--- config.mk ---
export PLATFORM = sky130hd
export DESIGN_NAME = segments_to_digits_flat
export DESIGN_NICKNAME = d
export VERILOG_FILES = /design/src/rtl/segments_to_digits_if.sv /design/src/rtl/segments_to_digits.sv /design/src/flat_wrapper.sv
export SDC_FILE = /design/constraint.sdc
export NUM_CORES = 1
export LEC_CHECK = 0
export ABC_AREA = 1
export CELL_PAD_IN_SITES_DETAIL_PLACEMENT = 2
export CELL_PAD_IN_SITES_GLOBAL_PLACEMENT = 2
export CORE_MARGIN = 2
export CORE_UTILIZATION = 28
export CTS_BUF_LIST = sky130_fd_sc_hd__clkbuf_8
export DETAILED_ROUTE_END_ITERATION = 10
export PLACE_DENSITY_LB_ADDON = 0.1
export SLEW_MARGIN = 20
export SYNTH_ARGS = -nofsm -noshare
export SYNTH_HDL_FRONTEND = slang
export SYNTH_SLANG_ARGS = --single-unit
--- constraint.sdc ---
create_clock -name clk -period 2.17 [get_ports clk]
set_input_delay 0.3255 -clock clk [delete_from_list [all_inputs] [get_ports clk]]
set_output_delay 0.3255 -clock clk [all_outputs]
set_load 0.005 [all_outputs]
--- src/rtl/segments_to_digits_if.sv ---
// Frame handshake between the segment decoder and its consumer.
// The decoder is the master: it offers frame_digits/frame_valid and receives frame_ready.
interface segments_to_digits_if #(
  parameter int N_DIGITS = 4
);
  logic [4*N_DIGITS-1:0] frame_digits;
  logic                  frame_valid;
  logic                  frame_ready;

  modport master (output frame_digits, output frame_valid, input frame_ready);
  modport slave  (input frame_digits, input frame_valid, output frame_ready);
endinterface

--- src/rtl/segments_to_digits.sv ---
// Receive-side decoder for a multiplexed active-low seven-segment bus.
// Debounces each anode/segment pattern, decodes hex digits and publishes full frames.
module segments_to_digits #(
  parameter int N_DIGITS      = 4,
  parameter int STABLE_CYCLES = 4
) (
  input  logic                  clk,
  input  logic                  rst,
  input  logic [6:0]            segs_n,
  input  logic [N_DIGITS-1:0]   an_n,
  output logic [4*N_DIGITS-1:0] digits,
  output logic [N_DIGITS-1:0]   digit_valid,
  output logic                  err,
  segments_to_digits_if.master  frm
);

  localparam int CW = $clog2(STABLE_CYCLES + 1);
  localparam int KW = (N_DIGITS > 1) ? $clog2(N_DIGITS) : 1;
  localparam logic [CW-1:0] CNT_MAX = CW'(STABLE_CYCLES);

  logic [6:0]            s_reg, s_prev;
  logic [N_DIGITS-1:0]   a_reg, a_prev;
  logic [CW-1:0]         cnt, cnt_next;
  logic [N_DIGITS-1:0]   seen, cap_bit;
  logic [3:0]            lows;
  logic [KW-1:0]         sel_idx;
  logic                  sel_ok, changed, capture, legal, blank, load;
  logic [3:0]            value;
  logic [6:0]            p;
  logic [4*N_DIGITS-1:0] digits_next;
  logic [N_DIGITS-1:0]   valid_next;

  // Active-high pattern {G..A} to hex value; legal flag in bit 4.
  function automatic logic [4:0] decode(input logic [6:0] pat);
    logic [4:0] r;
    case (pat)
      7'h3F: r = 5'h10;
      7'h06: r = 5'h11;
      7'h5B: r = 5'h12;
      7'h4F: r = 5'h13;
      7'h66: r = 5'h14;
      7'h6D: r = 5'h15;
      7'h7D: r = 5'h16;
      7'h07: r = 5'h17;
      7'h7F: r = 5'h18;
      7'h6F: r = 5'h19;
      7'h77: r = 5'h1A;
      7'h7C: r = 5'h1B;
      7'h58: r = 5'h1C;
      7'h5E: r = 5'h1D;
      7'h79: r = 5'h1E;
      7'h71: r = 5'h1F;
      default: r = 5'h00;
    endcase
    return r;
  endfunction

  always_comb begin
    lows    = 4'd0;
    sel_idx = '0;
    for (int i = 0; i < N_DIGITS; i++) begin
      if (!a_reg[i]) begin
        lows    = lows + 4'd1;
        sel_idx = KW'(i);
      end
    end
    sel_ok  = (lows == 4'd1);
    changed = ({a_reg, s_reg} != {a_prev, s_prev});

    if (!sel_ok)             cnt_next = '0;
    else if (changed)        cnt_next = CW'(1);
    else if (cnt == CNT_MAX) cnt_next = CNT_MAX;
    else                     cnt_next = cnt + CW'(1);

    // The changed term keeps single-cycle windows capturing on every new pattern.
    capture = sel_ok && (cnt_next == CNT_MAX) && (changed || (cnt != CNT_MAX));

    p              = ~s_reg;
    {legal, value} = decode(p);
    blank          = (p == 7'h00);

    digits_next = digits;
    valid_next  = digit_valid;
    cap_bit     = '0;
    for (int i = 0; i < N_DIGITS; i++) begin
      if (capture && (sel_idx == KW'(i))) begin
        cap_bit[i] = 1'b1;
        valid_next[i] = legal;
        if (legal) digits_next[4*i +: 4] = value;
      end
    end

    load = (&seen) && (!frm.frame_valid || frm.frame_ready);
  end

  always_ff @(posedge clk) begin
    if (rst) begin
      s_reg            <= '1;
      a_reg            <= '1;
      s_prev           <= '1;
      a_prev           <= '1;
      cnt              <= '0;
      seen             <= '0;
      digits           <= '0;
      digit_valid      <= '0;
      err              <= 1'b0;
      frm.frame_digits <= '0;
      frm.frame_valid  <= 1'b0;
    end else begin
      s_reg       <= segs_n;
      a_reg       <= an_n;
      s_prev      <= s_reg;
      a_prev      <= a_reg;
      cnt         <= cnt_next;
      digits      <= digits_next;
      digit_valid <= valid_next;
      err         <= capture && !legal && !blank;
      seen        <= (load ? '0 : seen) | cap_bit;
      // Frame takes the pre-capture digits; a capture on this edge lands in the next frame.
      if (load) begin
        frm.frame_digits <= digits;
        frm.frame_valid  <= 1'b1;
      end else if (frm.frame_valid && frm.frame_ready) begin
        frm.frame_valid  <= 1'b0;
      end
    end
  end

endmodule

--- src/flat_wrapper.sv ---
// flat-port wrapper written by rule: the top's interface ports become plain ports
module segments_to_digits_flat 
#(
  parameter int N_DIGITS      = 4,
  parameter int STABLE_CYCLES = 4
)
  (clk, rst, segs_n, an_n, digits, digit_valid, err, frm_frame_digits, frm_frame_valid, frm_frame_ready);
  segments_to_digits_if #(.N_DIGITS(N_DIGITS)) frm_i ();
  input  logic clk;
  input  logic rst;
  input  logic [6:0] segs_n;
  input  logic [N_DIGITS-1:0] an_n;
  output logic [4*N_DIGITS-1:0] digits;
  output logic [N_DIGITS-1:0] digit_valid;
  output logic err;
  output wire logic [$bits(frm_i.frame_digits)-1:0] frm_frame_digits;
  output wire logic [$bits(frm_i.frame_valid)-1:0] frm_frame_valid;
  input wire logic [$bits(frm_i.frame_ready)-1:0] frm_frame_ready;
  assign frm_frame_digits = frm_i.frame_digits;
  assign frm_frame_valid = frm_i.frame_valid;
  assign frm_i.frame_ready = frm_frame_ready;
  segments_to_digits #(.N_DIGITS(N_DIGITS), .STABLE_CYCLES(STABLE_CYCLES)) u_core (.clk(clk), .rst(rst), .segs_n(segs_n), .an_n(an_n), .digits(digits), .digit_valid(digit_valid), .err(err), .frm(frm_i));
endmodule
* Word level (Yosys, flattened, before mapping) *
Index checks and enable logic that the tools add are counted.

storage, ports and cells
  input port bits = 14
  bits in latches = 0
  register bits after elaboration = 67
  ROM bits = 0
  memories kept = 0
  bits in writable memories = 0

operators by class
  muxes and demuxes = 18
  multipliers = 0
  shifts and indexed selects = 0
  magnitude comparators = 0
  divide/modulo/power cells = 0
  add/subtract/negate cells = 4
  reductions and logical operators = 23
  equal/unequal tests = 24
  bitwise logic cells = 2

operators with widths
  operator                                                                number
  7-bit equality test (second input constant)                             13
  5-bit case mux with 16 select lines                                     1
  4-bit two-way mux                                                       4
  7-bit by 3-bit equality test with 1-bit output (second input constant)  2
  11-bit != test                                                          1
  1-bit logical AND                                                       10
  3-bit two-way mux                                                       3
  4-bit by 1-bit adder with 4-bit output (second input constant)          2
  1-bit two-way mux                                                       8
  2-bit AND reduction                                                     4
  7-bit by 6-bit equality test with 1-bit output (second input constant)  1
  7-bit zero test                                                         1
  7-bit inverter                                                          1
  3-bit equality test (second input constant)                             2
  2-bit equality test (second input constant)                             2
  4-bit by 1-bit equality test with 1-bit output (second input constant)  1
  2-bit two-way mux                                                       2
  4-bit OR                                                                1
  4-bit AND reduction                                                     1
  3-bit by 1-bit adder with 3-bit output (second input constant)          1
  1-bit zero test                                                         3
  3-bit != test (second input constant)                                   1
  1-bit by 1-bit adder with 2-bit output (second input constant)          1
  2-bit by 1-bit equality test with 1-bit output (second input constant)  1
  other kinds (3)                                                         4

* Logic depth before layout (Yosys ltp) *
  depth after elaboration = 15
  mapped depth = 15

* Least setup slack after synthesis *
No wires, ideal clock.

  path kind = register to register
  start point = reg u_core.a_reg[1]
  end point = reg u_core.digit_valid[1]
  arrival time = 2.250 ns
  slack = -0.217 ns
  library setup time = 0.137 ns
  stages on the path, launching flop included = 15
  cells stage by stage = dfxtp_1 inv_1 ha_1 xnor2_1 ha_1 or2_1 nor2_1 nor2_1 nor2_4 nand3_4 nor2_8 buf_6 nand2_1 nand2_1 a21oi_1

on the way
  word-level cells in the longest chain between the ends = 11
  elaborated cells on any way between the ends = 18

RTL lines
  what                                            RTL line                   text
  from (decl)                                     segments_to_digits.sv:22   logic [N_DIGITS-1:0] a_reg, a_prev;
  from (signal assigned)                          segments_to_digits.sv:111  a_reg <= an_n;
  4-bit two-way mux                               segments_to_digits.sv:62   if (!a_reg[i]) begin
  4-bit by 1-bit adder with 4-bit output          segments_to_digits.sv:63   lows = lows + 4'd1;
  4-bit two-way mux                               segments_to_digits.sv:62
  4-bit by 1-bit adder with 4-bit output          segments_to_digits.sv:63
  4-bit two-way mux                               segments_to_digits.sv:62
  4-bit by 1-bit equality test with 1-bit output  segments_to_digits.sv:67   sel_ok = (lows == 4'd1);
  3-bit two-way mux                               segments_to_digits.sv:70   if (!sel_ok) cnt_next = '0;
  3-bit equality test                             segments_to_digits.sv:76   capture = sel_ok && (cnt_next == CNT_MAX) && (changed || (cnt != CNT_MAX));
  1-bit logical AND (2 in series)                 segments_to_digits.sv:76
  1-bit logical AND *                             segments_to_digits.sv:86   if (capture && (sel_idx == KW'(i))) begin
  to (signal assigned)                            segments_to_digits.sv:116  digit_valid <= valid_next;
  to (decl)                                       segments_to_digits.sv:12   output logic [N_DIGITS-1:0] digit_valid,

Every way passes the cells marked *; elsewhere a longest branch is shown, timed or not.
A chain may end at the register's enable or synchronous reset.

* Worst setup path in the final report *
  start point = reg u_core.a_reg[1]
  end point = reg u_core.digits[7]

on the way
  word-level cells in the longest chain between the ends = 12
  elaborated cells on any way between the ends = 19

RTL lines
  what                                            RTL line                   text
  4-bit two-way mux                               segments_to_digits.sv:62
  4-bit by 1-bit adder with 4-bit output          segments_to_digits.sv:63
  4-bit two-way mux                               segments_to_digits.sv:62
  4-bit by 1-bit adder with 4-bit output          segments_to_digits.sv:63
  4-bit two-way mux                               segments_to_digits.sv:62
  4-bit by 1-bit equality test with 1-bit output  segments_to_digits.sv:67
  3-bit two-way mux                               segments_to_digits.sv:70
  3-bit equality test                             segments_to_digits.sv:76
  1-bit logical AND (2 in series)                 segments_to_digits.sv:76
  1-bit logical AND *                             segments_to_digits.sv:86
  2-bit AND reduction (no line) *                 --
  to (signal assigned)                            segments_to_digits.sv:115  digits <= digits_next;
  to (decl)                                       segments_to_digits.sv:11   output logic [4*N_DIGITS-1:0] digits,

Marked as above.

==> reports/summary.txt <==
DR WL/cell: 14.5 um
Failing checks: negative setup slack
Yosys warning total: 0
Syn Inst Count: 405
Placer Congestion: 0.872
Unique masters post-synth: 31
Worst Setup End Kind: flip-flop
Die X: 108 um
Period utilization: 1.07
Async SR Flop Fraction: 0
Drt pass-1 iters: 4
TritonCTS Buffers: 9
Clk pin slew, worst setup/hold paths: 0.08 ns
Share of cells above drive strength 1: 0.202
H-tree lvl count: 3
Reg2reg start: u_core.a_reg[1]$_SDFF_PP1_
Largest net degree at the start of global routing: 30
Worst-skew pair later-pin latency: 0.37 ns
Starting density of the core: 0.284
Starting DRT DRC Count: 82
CTS tree: done
Root Driver: clkbuf_8
Row count: 38
Crit path from: u_core.a_reg[1]$_SDFF_PP1_
Largest fanout on the critical path: 5
P_leak: 1.88 nW
Crit path DAT: 2.55 ns
Status: complete, but fails checks
Remaining antenna violation count after routing: 0
Worst Slack Setup Final: -0.144 ns
PortBufs: 51
Setup TNS: -2.75 ns
Final Cell Area: 4190 um2
Synthesis-to-finish area growth: 37.7%
Clk buf depth: 2
Worst Clk Skew: 0.0120 ns
WHS Path Cells: 2
Final Hold Vio Count: 0
# setup viols final: 25
Yosys reg bits: 67
Vias in the first global route: 3059
Clk sinks: 67
EDFF count, synth: 0
RSZ-0062 raised after global routing: true
Post-Syn Area: 3040 um2
Crit path kind: reg2reg
Total Nets Final: 498
Post-Place Cell Area: 3880 um2
DR vias: 2860
R2R setup slack: -0.14 ns
Die Ht: 108 um
Gr usage total: 0.167
Total global routing overflow: 0
Largest regs: u_core.digits x16, u_core.frm.frame_digits x16
Worst-Margin Slew: 0.596 ns
Ports: 52
Fillers: 1247
Max VDD drop: 0.238 mV
Residual DRC: 0
Post-DP HPWL: 6580 um
Max Clk Rate: 0.432 GHz
Final min period: 2.31 ns
Final core occ: 0.391
Total design power: 2.57 mW
Net Count, Synth: 424
Worst Reg-to-Reg Cells: 14
Sequential cell area fraction in the yosys report: 0.441
Req. time, crit path: 2.41 ns
Initial antenna violation count: 0
Worst setup endpoint: u_core.digits[7]$_SDFFE_PP0P_
Type of the tightest min-delay check: reg2reg
Placeable Area: 10700 um2
Mean post-synth cell area: 7.50 um2
Max-capacitance violation count: 0
CP Launch Type: flip-flop
Die area: 11700 um2
Synth Flop Type: dfxtp_1
RR Endpoint: u_core.digits[7]$_SDFFE_PP0P_
First-pass GRT wire length: 14900 um
Hold Startpoint: u_core.digit_valid[2]$_SDFFE_PP0P_
Drt total wl: 9040 um
PwrDens: 614 nW/um2
Worst slew margin: 0.599
Slew Limit Fails: 0
Diode count: 0
Via/cell ratio: 4.58
Post-Place Worst Slack: -0.199 ns
where the power goes:
group / leakage, nW / switching, mW / internal [mW] / total (mW)
sequential: 0.545 / 0.0238 / 1.25 / 1.27
combinational: 1.23 / 0.131 / 0.100 / 0.232
clock: 0.101 / 0.537 / 0.528 / 1.07
cells by family after synthesis:
| kind of cell | after synthesis | share of synthesized area |
|---|---|---|
| AOI/OAI and AO/OA | 49 | 0.0856 |
| xor gates and xnor gates | 8 | 0.0231 |
| and+or+nand+nor | 204 | 0.328 |
| DFF | 67 | 0.441 |
| buffers and inverters | 72 | 0.101 |
| adders and majority gates | 5 | 0.0206 |
repair_timing:
action,CTS,global route
pin swaps,3,0
hold buffers,0,0
endpoints found under the setup margin,25,25
gates resized for setup,7,4
gates cloned,1,0
buffers inserted,4,0
routing by layer:
metal	share of wire	wire length [um]	track usage	vias to the layer above
met2	0.49	4400	0.286	37
met4	0.021	189	0.0742	0
met5	0	0	0	-
met3	0.021	193	0.0253	12
met1	0.47	4260	0.207	1380
li1	-	-	-	1431
final cells by class:
type / instances / area [um2] / share of cell area
Clock buffer: 9 / 124 / 0.0296
Clock inverter: 7 / 68.8 / 0.0164
Inverter: 58 / 219 / 0.0523
Multi-Input combinational cell: 266 / 1470 / 0.352
Sequential cell: 67 / 1340 / 0.321
Tap cell: 140 / 175 / 0.0419
Timing Repair Buffer: 77 / 783 / 0.187
critical path: stages (launching register included):
cell and delay, ns:
dfxtp_2 0.35, inv_2 0.06, ha_4 0.24, xnor2_2 0.13, ha_1 0.27, or2_1 0.20, nor2_1 0.09, nor2_1 0.07
nor2_4 0.11, nand3_4 0.10, nor2_8 0.13, buf_4 0.15, nand3_4 0.13, nand2_2 0.09, a21oi_1 0.07
cells in the mapped netlist, types with 6 or more instances:
cell | n | area, um2
nand4_1 | 20 | 125
clkbuf_1 | 8 | 30.0
inv_1 | 50 | 188
nand2_1 | 97 | 364
nor2_1 | 34 | 128
o21ai_0 | 19 | 95.1
inv_2 | 7 | 26.3
nand3_1 | 16 | 80.1
or2_2 | 11 | 68.8
nor3_1 | 6 | 30.0
a21oi_1 | 23 | 115
xnor2_1 | 6 | 52.6
dfxtp_1 | 67 | 1340
per-stage QoR:
step           hold WS [ns]  instances
2_1_floorplan         0.429        405
3_3_place_gp          0.448        603
3_5_place_dp          0.458        603
4_1_cts               0.482        624
5_1_grt               0.499        624
6_report              0.480        624
placed cells by master (no fill, tap or decap), drive strengths merged, types with 4 or more instances in the layout:
cell,Yosys,final
a21oi,26,26
buf,6,26
clkbuf,8,9
clkdlybuf4s50,0,51
clkinv,1,4
dfxtp,67,67
ha,5,5
inv,57,59
nand2,100,100
nand3,22,22
nand4,20,20
nor2,41,41
nor3,7,7
o21ai,22,22
or2,13,13
xnor2,6,6
worst min-delay path by stage:
| stage | to | slack (ns) |
|---|---|---|
| 2_1_floorplan | u_core.a_reg[0]$_SDFF_PP1_ | 0.43 |
| 3_3_place_gp | u_core.digit_valid[1]$_SDFFE_PP0P_ | 0.45 |
| 3_5_place_dp | u_core.digit_valid[1]$_SDFFE_PP0P_ | 0.46 |
| 4_1_cts | u_core.digit_valid[1]$_SDFFE_PP0P_ | 0.48 |
| 5_1_grt | u_core.digit_valid[3]$_SDFFE_PP0P_ | 0.50 |
| 6_report | u_core.digit_valid[2]$_SDFFE_PP0P_ | 0.48 |
No activity file was read; power rests on OpenSTA's default activity.
